==> config.mk <==
export PLATFORM = sky130hd
export DESIGN_NAME = reorder_buffer
export DESIGN_NICKNAME = d
export VERILOG_FILES = /design/src/rtl/reorder_buffer_pkg.sv /design/src/rtl/reorder_buffer.sv
export SDC_FILE = /design/constraint.sdc
export NUM_CORES = 2
export LEC_CHECK = 0
export BUFFER_PORTS_ARGS = -buffer_cell sky130_fd_sc_hd__buf_2
export CAP_MARGIN = 10
export CORE_UTILIZATION = 30
export DETAILED_ROUTE_END_ITERATION = 16
export SYNTH_ARGS = -nofsm -noshare
export SYNTH_HDL_FRONTEND = slang
export SYNTH_SLANG_ARGS = --single-unit
==> constraint.sdc <==
create_clock -name clk -period 24.3 [get_ports clk]
set_input_delay 1.215 -clock clk [delete_from_list [all_inputs] [get_ports clk]]
set_output_delay 1.215 -clock clk [all_outputs]
set_load 0.03 [all_outputs]
==> src/rtl/reorder_buffer_pkg.sv <==
`default_nettype none
// ============================================================================
// Module   : reorder_buffer_pkg
// Brief    : Shared constants and pointer helper for the reorder buffer.
// Revision : 1.0 - initial release
// ============================================================================
package reorder_buffer_pkg;

    localparam int ROB_SIZE   = 16;   // includes reserved tag 0
    localparam int ROB_WIDTH  = 4;
    localparam int REG_WIDTH  = 5;
    localparam int DATA_WIDTH = 32;

    localparam logic [ROB_WIDTH-1:0] ZERO_ROB  = 4'd0;  // "no producer"
    localparam logic [ROB_WIDTH-1:0] FIRST_ROB = 4'd1;
    localparam logic [ROB_WIDTH-1:0] LAST_ROB  = 4'd15;

    localparam logic TRUE  = 1'b1;
    localparam logic FALSE = 1'b0;

    // Pointers cycle 1..15 and skip the reserved tag 0.
    function automatic logic [ROB_WIDTH-1:0] rob_next(input logic [ROB_WIDTH-1:0] ptr);
        return (ptr == LAST_ROB) ? FIRST_ROB : ptr + FIRST_ROB;
    endfunction

endpackage
`default_nettype wire

==> src/rtl/reorder_buffer.sv <==
`default_nettype none
// ============================================================================
// Module   : reorder_buffer
// Brief    : 15-slot in-order-commit reorder buffer with CDB capture and
//            operand forwarding. Optional macro ROB_FLUSH_EN adds a flush input.
// Revision : 1.0 - initial release
// ============================================================================
module reorder_buffer
    import reorder_buffer_pkg::*;
(
    input  logic                  clk,
    input  logic                  rst,
    input  logic                  ena,
`ifdef ROB_FLUSH_EN
    input  logic                  flush,
`endif
    input  logic                  alloc_req,
    input  logic [REG_WIDTH-1:0]  alloc_dest_reg,
    output logic                  alloc_ready,
    output logic [ROB_WIDTH-1:0]  alloc_tag,
    input  logic                  cdb_valid,
    input  logic [ROB_WIDTH-1:0]  cdb_tag,
    input  logic [DATA_WIDTH-1:0] cdb_value,
    input  logic [ROB_WIDTH-1:0]  query_tag1,
    input  logic [ROB_WIDTH-1:0]  query_tag2,
    output logic                  query_ready1,
    output logic                  query_ready2,
    output logic [DATA_WIDTH-1:0] query_value1,
    output logic [DATA_WIDTH-1:0] query_value2,
    output logic [REG_WIDTH-1:0]  out_reg_index,
    output logic [ROB_WIDTH-1:0]  out_entry_tag,
    output logic [DATA_WIDTH-1:0] out_value,
    output logic                  empty
);

    logic [ROB_SIZE-1:0]   busy_q, busy_d;
    logic [ROB_SIZE-1:0]   ready_q, ready_d;
    logic [REG_WIDTH-1:0]  dest_q  [ROB_SIZE];
    logic [REG_WIDTH-1:0]  dest_d  [ROB_SIZE];
    logic [DATA_WIDTH-1:0] value_q [ROB_SIZE];
    logic [DATA_WIDTH-1:0] value_d [ROB_SIZE];
    logic [ROB_WIDTH-1:0]  head_q, head_d;
    logic [ROB_WIDTH-1:0]  tail_q, tail_d;
    logic [ROB_WIDTH-1:0]  count_q, count_d;
    logic [REG_WIDTH-1:0]  out_reg_index_q, out_reg_index_d;
    logic [ROB_WIDTH-1:0]  out_entry_tag_q, out_entry_tag_d;
    logic [DATA_WIDTH-1:0] out_value_q, out_value_d;

    logic w_do_alloc;
    logic w_do_commit;
    logic w_cdb_hit;

    // Status outputs and the three per-cycle decisions, all from pre-edge state.
    always_comb begin
        alloc_ready   = (count_q != LAST_ROB);
        alloc_tag     = tail_q;
        empty         = (count_q == ZERO_ROB);
        w_do_alloc    = ena && alloc_req && alloc_ready;
        w_do_commit   = ena && busy_q[head_q] && ready_q[head_q];
        w_cdb_hit     = ena && cdb_valid && (cdb_tag != ZERO_ROB) && busy_q[cdb_tag];
        out_reg_index = out_reg_index_q;
        out_entry_tag = out_entry_tag_q;
        out_value     = out_value_q;
    end

    // Operand forwarding: a matching CDB broadcast beats the stored entry.
    always_comb begin
        query_ready1 = FALSE;
        query_value1 = '0;
        query_ready2 = FALSE;
        query_value2 = '0;
        if (query_tag1 != ZERO_ROB) begin
            if (cdb_valid && (cdb_tag == query_tag1)) begin
                query_ready1 = TRUE;
                query_value1 = cdb_value;
            end else begin
                query_ready1 = ready_q[query_tag1];
                query_value1 = value_q[query_tag1];
            end
        end
        if (query_tag2 != ZERO_ROB) begin
            if (cdb_valid && (cdb_tag == query_tag2)) begin
                query_ready2 = TRUE;
                query_value2 = cdb_value;
            end else begin
                query_ready2 = ready_q[query_tag2];
                query_value2 = value_q[query_tag2];
            end
        end
    end

    // Next-state: CDB capture, then head commit, then tail allocation.
    always_comb begin
        busy_d          = busy_q;
        ready_d         = ready_q;
        dest_d          = dest_q;
        value_d         = value_q;
        head_d          = head_q;
        tail_d          = tail_q;
        count_d         = count_q;
        out_reg_index_d = '0;
        out_entry_tag_d = ZERO_ROB;
        out_value_d     = out_value_q;

        if (w_cdb_hit) begin
            ready_d[cdb_tag] = TRUE;
            value_d[cdb_tag] = cdb_value;
        end
        // Commit payload comes from pre-edge contents, so a same-cycle CDB
        // write to the head cannot commit until the following edge.
        if (w_do_commit) begin
            out_reg_index_d = dest_q[head_q];
            out_entry_tag_d = head_q;
            out_value_d     = value_q[head_q];
            busy_d[head_q]  = FALSE;
            ready_d[head_q] = FALSE;
            head_d          = rob_next(head_q);
        end
        // Allocation only happens when not full, so tail never equals a
        // committing head here.
        if (w_do_alloc) begin
            busy_d[tail_q]  = TRUE;
            ready_d[tail_q] = FALSE;
            dest_d[tail_q]  = alloc_dest_reg;
            tail_d          = rob_next(tail_q);
        end
        case ({w_do_alloc, w_do_commit})
            2'b10:   count_d = count_q + FIRST_ROB;
            2'b01:   count_d = count_q - FIRST_ROB;
            default: count_d = count_q;
        endcase
`ifdef ROB_FLUSH_EN
        // Flush overrides everything above and ignores ena.
        if (flush) begin
            busy_d          = '0;
            ready_d         = '0;
            head_d          = FIRST_ROB;
            tail_d          = FIRST_ROB;
            count_d         = ZERO_ROB;
            out_reg_index_d = '0;
            out_entry_tag_d = ZERO_ROB;
            out_value_d     = '0;
        end
`endif
    end

    // State registers with asynchronous reset.
    always_ff @(posedge clk or posedge rst) begin
        if (rst) begin
            busy_q          <= '0;
            ready_q         <= '0;
            for (int i = 0; i < ROB_SIZE; i++) begin
                dest_q[i]  <= '0;
                value_q[i] <= '0;
            end
            head_q          <= FIRST_ROB;
            tail_q          <= FIRST_ROB;
            count_q         <= ZERO_ROB;
            out_reg_index_q <= '0;
            out_entry_tag_q <= ZERO_ROB;
            out_value_q     <= '0;
        end else begin
            busy_q          <= busy_d;
            ready_q         <= ready_d;
            dest_q          <= dest_d;
            value_q         <= value_d;
            head_q          <= head_d;
            tail_q          <= tail_d;
            count_q         <= count_d;
            out_reg_index_q <= out_reg_index_d;
            out_entry_tag_q <= out_entry_tag_d;
            out_value_q     <= out_value_d;
        end
    end

endmodule
`default_nettype wire
# ---- After elaboration in Yosys (flattened, before gate mapping)
# Index checks and enable logic that the tools add are counted.
# Widths: inputs -> output; s select.
dict set report totals {
  inputBits 54
  out_inout_bits 113
  regBits 677
  word_cells 149
}
dict set report classes {
  addsub 4
  n_eq_ne 7
  mux 52
  order_cmp 15
  reduce_logical 19
  n_bitwise 12
}
# op n
set ops {}
lappend ops {{$bwmux 512} 1}
lappend ops {{$bmux 32 s4} 3}
lappend ops {{$mux 32} 11}
lappend ops {{$demux 32 s4} 1}
lappend ops {{$bwmux 80} 1}
lappend ops {{$mux 16} 5}
lappend ops {{$and 16x16->16} 3}
lappend ops {{$not 16->16} 2}
lappend ops {{$or 16x16->16} 2}
lappend ops {{$ge 5x5->1 const B} 5}
lappend ops {{$lt 4x5->1 const B} 5}
lappend ops {{$not 4->5} 5}
lappend ops {{$bmux 1 s4} 5}
lappend ops {{$bmux 5 s4} 1}
lappend ops {{$demux 5 s4} 1}
lappend ops {{$mux 5} 4}
lappend ops {{$logic_and 1x1->1} 14}
lappend ops {{$add 4x1->4 const B} 3}
lappend ops {{$demux 1 s4} 3}
lappend ops {{$ge 4x1->1 const B} 3}
lappend ops {{$mux 1} 12}
lappend ops {{$mux 4} 3}
lappend ops {{$reduce_bool 4->1} 3}
lappend ops {{$lt 5x1->1 const B} 2}
lappend ops {{9 further kinds} 11}

# ---- Depth between registers and ports, before layout
dict set report depth {
  ltp_word 10
  mapped_depth 15
  depth_no_buf 12
}

# ---- Worst setup path before layout
# Ideal clock, no wire load.
dict set report synth_timing {
  path_type {input-to-output}
  startpoint {input port query_tag1[0]}
  endpoint {output port query_value1[0]}
  n_path_buf 3
  cell_stages 7
  required_time_ps 23085
  slack_ps 19949
  arrival_ps 3136
  path_cell_list {buf_2 buf_2 buf_2 mux4_2 mux4_2 inv_1 o2bb2ai_1}
}
dict set report synth_via {
  elab_chain_len 6
  elab_cells_between_ends 9
}
# item line
set synth_rtl {}
lappend synth_rtl {{from (decl)} reorder_buffer.sv:24} ;# input logic [ROB_WIDTH-1:0] query_tag1,
lappend synth_rtl {{$not 4->5 (not written as such)} reorder_buffer.sv:78} ;# query_value1 = value_q[query_tag1];
lappend synth_rtl {{$bmux 32 s4} reorder_buffer.sv:78}
lappend synth_rtl {{$mux 32 (not written as such) (2 in series)} reorder_buffer.sv:78}
lappend synth_rtl {{$mux 32} reorder_buffer.sv:73} ;# if (cdb_valid && (cdb_tag == query_tag1)) begin
lappend synth_rtl {{$mux 32 *} reorder_buffer.sv:72} ;# if (query_tag1 != ZERO_ROB) begin
lappend synth_rtl {{to (decl)} reorder_buffer.sv:28} ;# output logic [DATA_WIDTH-1:0] query_value1,
# Every way passes the cells marked *; elsewhere a longest branch is shown, timed or not. The select of a mux whose other input is x is not followed.

# ---- Worst setup path after layout
dict set report layout_timing {
  startpoint {input port query_tag1[0]}
  endpoint {output port query_value1[9]}
}
# Same word-level chain as after synthesis.

==> key figures <==
Drt
  – Number of routed nets with antenna violations: 0
  – DR iter-0 viols: 2113
  – Total number of vias: 24200
  – DRC violations left: 0
  – Initial DRT Pass Iterations: 5
  – DRT Wirelength: 120000 microns
  – Avg WL per Cell: 28.1 microns
  – Vias/cell: 5.68

Logic synthesis
  – Post-synthesis cell count: 2438
  – Unique masters post-synth: 52
  – Warnings from Yosys: 0
  – Ys flop type: dfrtp_1
  – Mean post-synth cell area: 16.2 sq um
  – Mapped Nets: 2503
  – Cell taking the most area after synthesis: dfrtp_1
  – Top cells by area, synth: dfrtp_1 43%, mux4_2 27%, mux2_2 16%
  – Synthesized area: 39500 sq um
  – Number of enable flip-flop cells after synthesis: 0
  – Sequential share of the synthesized area: 0.429
  – #FFs+latches synth: 677
  – Post-synth ARST share: 1.00
  – Top-count cell post-synth: dfrtp_1
  – Yosys top cell area share: 0.428
  – Most frequent cells after synthesis: 675 x dfrtp_1, 563 x mux2_2, 469 x mux4_2

Global route
  – Total track usage: 0.182
  – Antenna violations before repair: 13
  – Overflow after GRT: 0
  – Largest net degree at the start of global routing: 152
  – First-pass GRT wire length: 178000 microns
  – Number of global-route vias before repair: 24800

STA
  – Final period util: 0.248
  – Max_slew headroom: 0.175
  – Max-slew violations: 0
  – Clock Skews: 0.0234 ns
  – Worst-margin pin slew: 1.23 ns
  – Max Freq: 166 MHz
  – Count of final setup violators: 0
  – Fin crit period: 6.03 ns
  – WHS: 0.415 ns
  – RSZ-0062 raised after global routing: no
  – Final Hold Viols: 0
  – Setup TNS: 0 ns

CTS
  – Worst-Skew Late Latency: 0.65 ns
  – Maximum clock insertion buffer count: 3
  – CTS clock-pin slew for the worst setup and hold paths: 0.06 ns
  – Root buffer cell: clkbuf_16
  – Clock sink total: 677
  – CTS tree: yes
  – TritonCTS Buffers: 79
  – # Post-CTS Setup Buffers: 0
  – Hold buffer count at cts: 0
  – PostCTS Resize Cnt: 0
  – Max H-tree Level: 3

Critical path
  – Critical path launch point type: input port
  – Crit path kind: input port to output port
  – CP max stage cell: buf_4
  – Critical Path Fanout Max: 66
  – Worst Path Required: 23.08 ns
  – CP Capture Type: output port
  – Critical path arrival: 4.81 ns
  – Sequence of cells on the critical path: buf_8 > buf_4 > buf_4 > mux4_2 > mux4_2 > inv_1 > o2bb2ai_1 > buf_2
  – Largest stage delay, worst path: 0.79 ns

Finish
  – Register area: 17000 sq um
  – Area Growth Syn to Fin: 12.5%
  – Multi-input gate area: 21000 sq um
  – Nets: 2518
  – FILL cells: 12600
  – Share of cells above drive strength 1: 0.568

Floorplanning
  – Number of I/O pins: 167
  – Die Ht: 365 microns
  – Initial Util: 0.304
  – Die Area: 133000 sq um
  – Core Region: 130000 sq um
  – Die width: 365 microns
  – Row count: 132

Pwr
  – Pleak: 19.8 nW
  – PwrDens: 95.1 nW/um^2
  – Max IR drop VDD: 0.0651 mV
  – Design Power: 4.22 mW

Placed design
  – GP Congestion: 0.756
  – # port buffers: 166
  – Hpwl dp: 69500 microns

Hold path
  – Tightest Hold Check Type: register to register

Run
  – Max cap viols: 0

Run status
  – Status: complete, no violations
-- critical path, delay by kind of cell --
family / cells / cell delay, ns
AO/OA/AOI/OAI: 1 / 0.16
buffers and inverters: 5 / 2.25
multiplexers: 2 / 1.08
-- routing by layer --
layer  share of wire  vias up  GRT usage  routed length, microns
met5         0.00045        -          0                      54
met4           0.025       10     0.0491                    3010
met3           0.067      194     0.0370                    8060
met2            0.48      939      0.291                   57200
met1            0.43    13300      0.250                   51300
li1                -     9786          -                       -
-- cells in the final DEF (no fill, tap or decap), types with 4 or more instances in the layout --
master	n
a21bo_2	4
a21oi_1	16
a31oi_1	21
and2_1	9
and3_1	6
buf_2	160
buf_4	40
bufinv_16	8
clkbuf_1	13
clkbuf_16	80
clkbuf_8	25
clkinv_2	10
dfrtp_1	673
ha_1	11
inv_1	75
mux2_2	563
mux2_4	30
mux2i_1	7
mux4_1	55
mux4_2	469
nand2_1	20
nand2_2	5
nand2b_1	11
nand3_1	18
nand3b_1	4
nand4_1	7
nor2_1	14
nor2b_1	15
o21ai_0	8
o2bb2ai_1	64
xnor2_1	6
xor2_1	10
-- layout make-up --
cell class / instances / share of cell area
multi-input cells: 1411 / 0.472
flip-flops and latches: 677 / 0.382
diodes: 3 / 0.000169
inverters: 77 / 0.00673
repair buffers: 207 / 0.0273
clock inverters: 27 / 0.00907
clock buffers: 118 / 0.0539
well taps: 1742 / 0.0491
-- flip-flops by register name, summed over array words and instances, names as in the netlist --
register,cells
busy_q,16
value_q,512
head_q,4
out_reg_index,5
ready_q,16
alloc_tag,4
dest_q,80
out_entry_tag,4
out_value,32
count_q,4
-- cell families after synthesis --
logic type / synth area share
adders and majority gates: 0.00348
muxes: 0.478
buffers and inverters: 0.0428
and+or+nand+nor: 0.0196
DFF: 0.429
AOI/OAI and AO/OA: 0.0236
xor gates and xnor gates: 0.00355
-- metrics by stage --
stage,cell area [sq um],setup slack [ns],cells,util
global route,44400,17.92,4259,0.341
detailed placement,41600,18.11,4114,0.320
CTS,44400,18.11,4259,0.341
floorplan,39500,4.11,2438,-
global placement,41600,18.13,4114,0.320
finish,44400,18.27,4262,0.341
-- report_power, final --
group          total (mW)  leakage [nW]  switching (mW)  internal (mW)
logic                1.33          9.23           0.633          0.697
registers            1.61          9.17           0.247           1.37
clock network        1.28          1.39           0.510          0.770
-- path summary, 6_finish.rpt --
check	from	to	depth (start not counted)	slack, ns
max	query_tag1[0]	query_value1[9]	8	18.27
min	value_q[506]	value_q[506]	0	0.42
max reg2reg	head_q[1]	count_q[2]	13	19.26
min reg2reg	value_q[506]	value_q[506]	0	0.42
max in group asynchronous	rst	value_q[390]	5	20.54
min in group asynchronous	rst	out_value[23]	2	0.67
No activity file was read; power rests on OpenSTA's default activity.
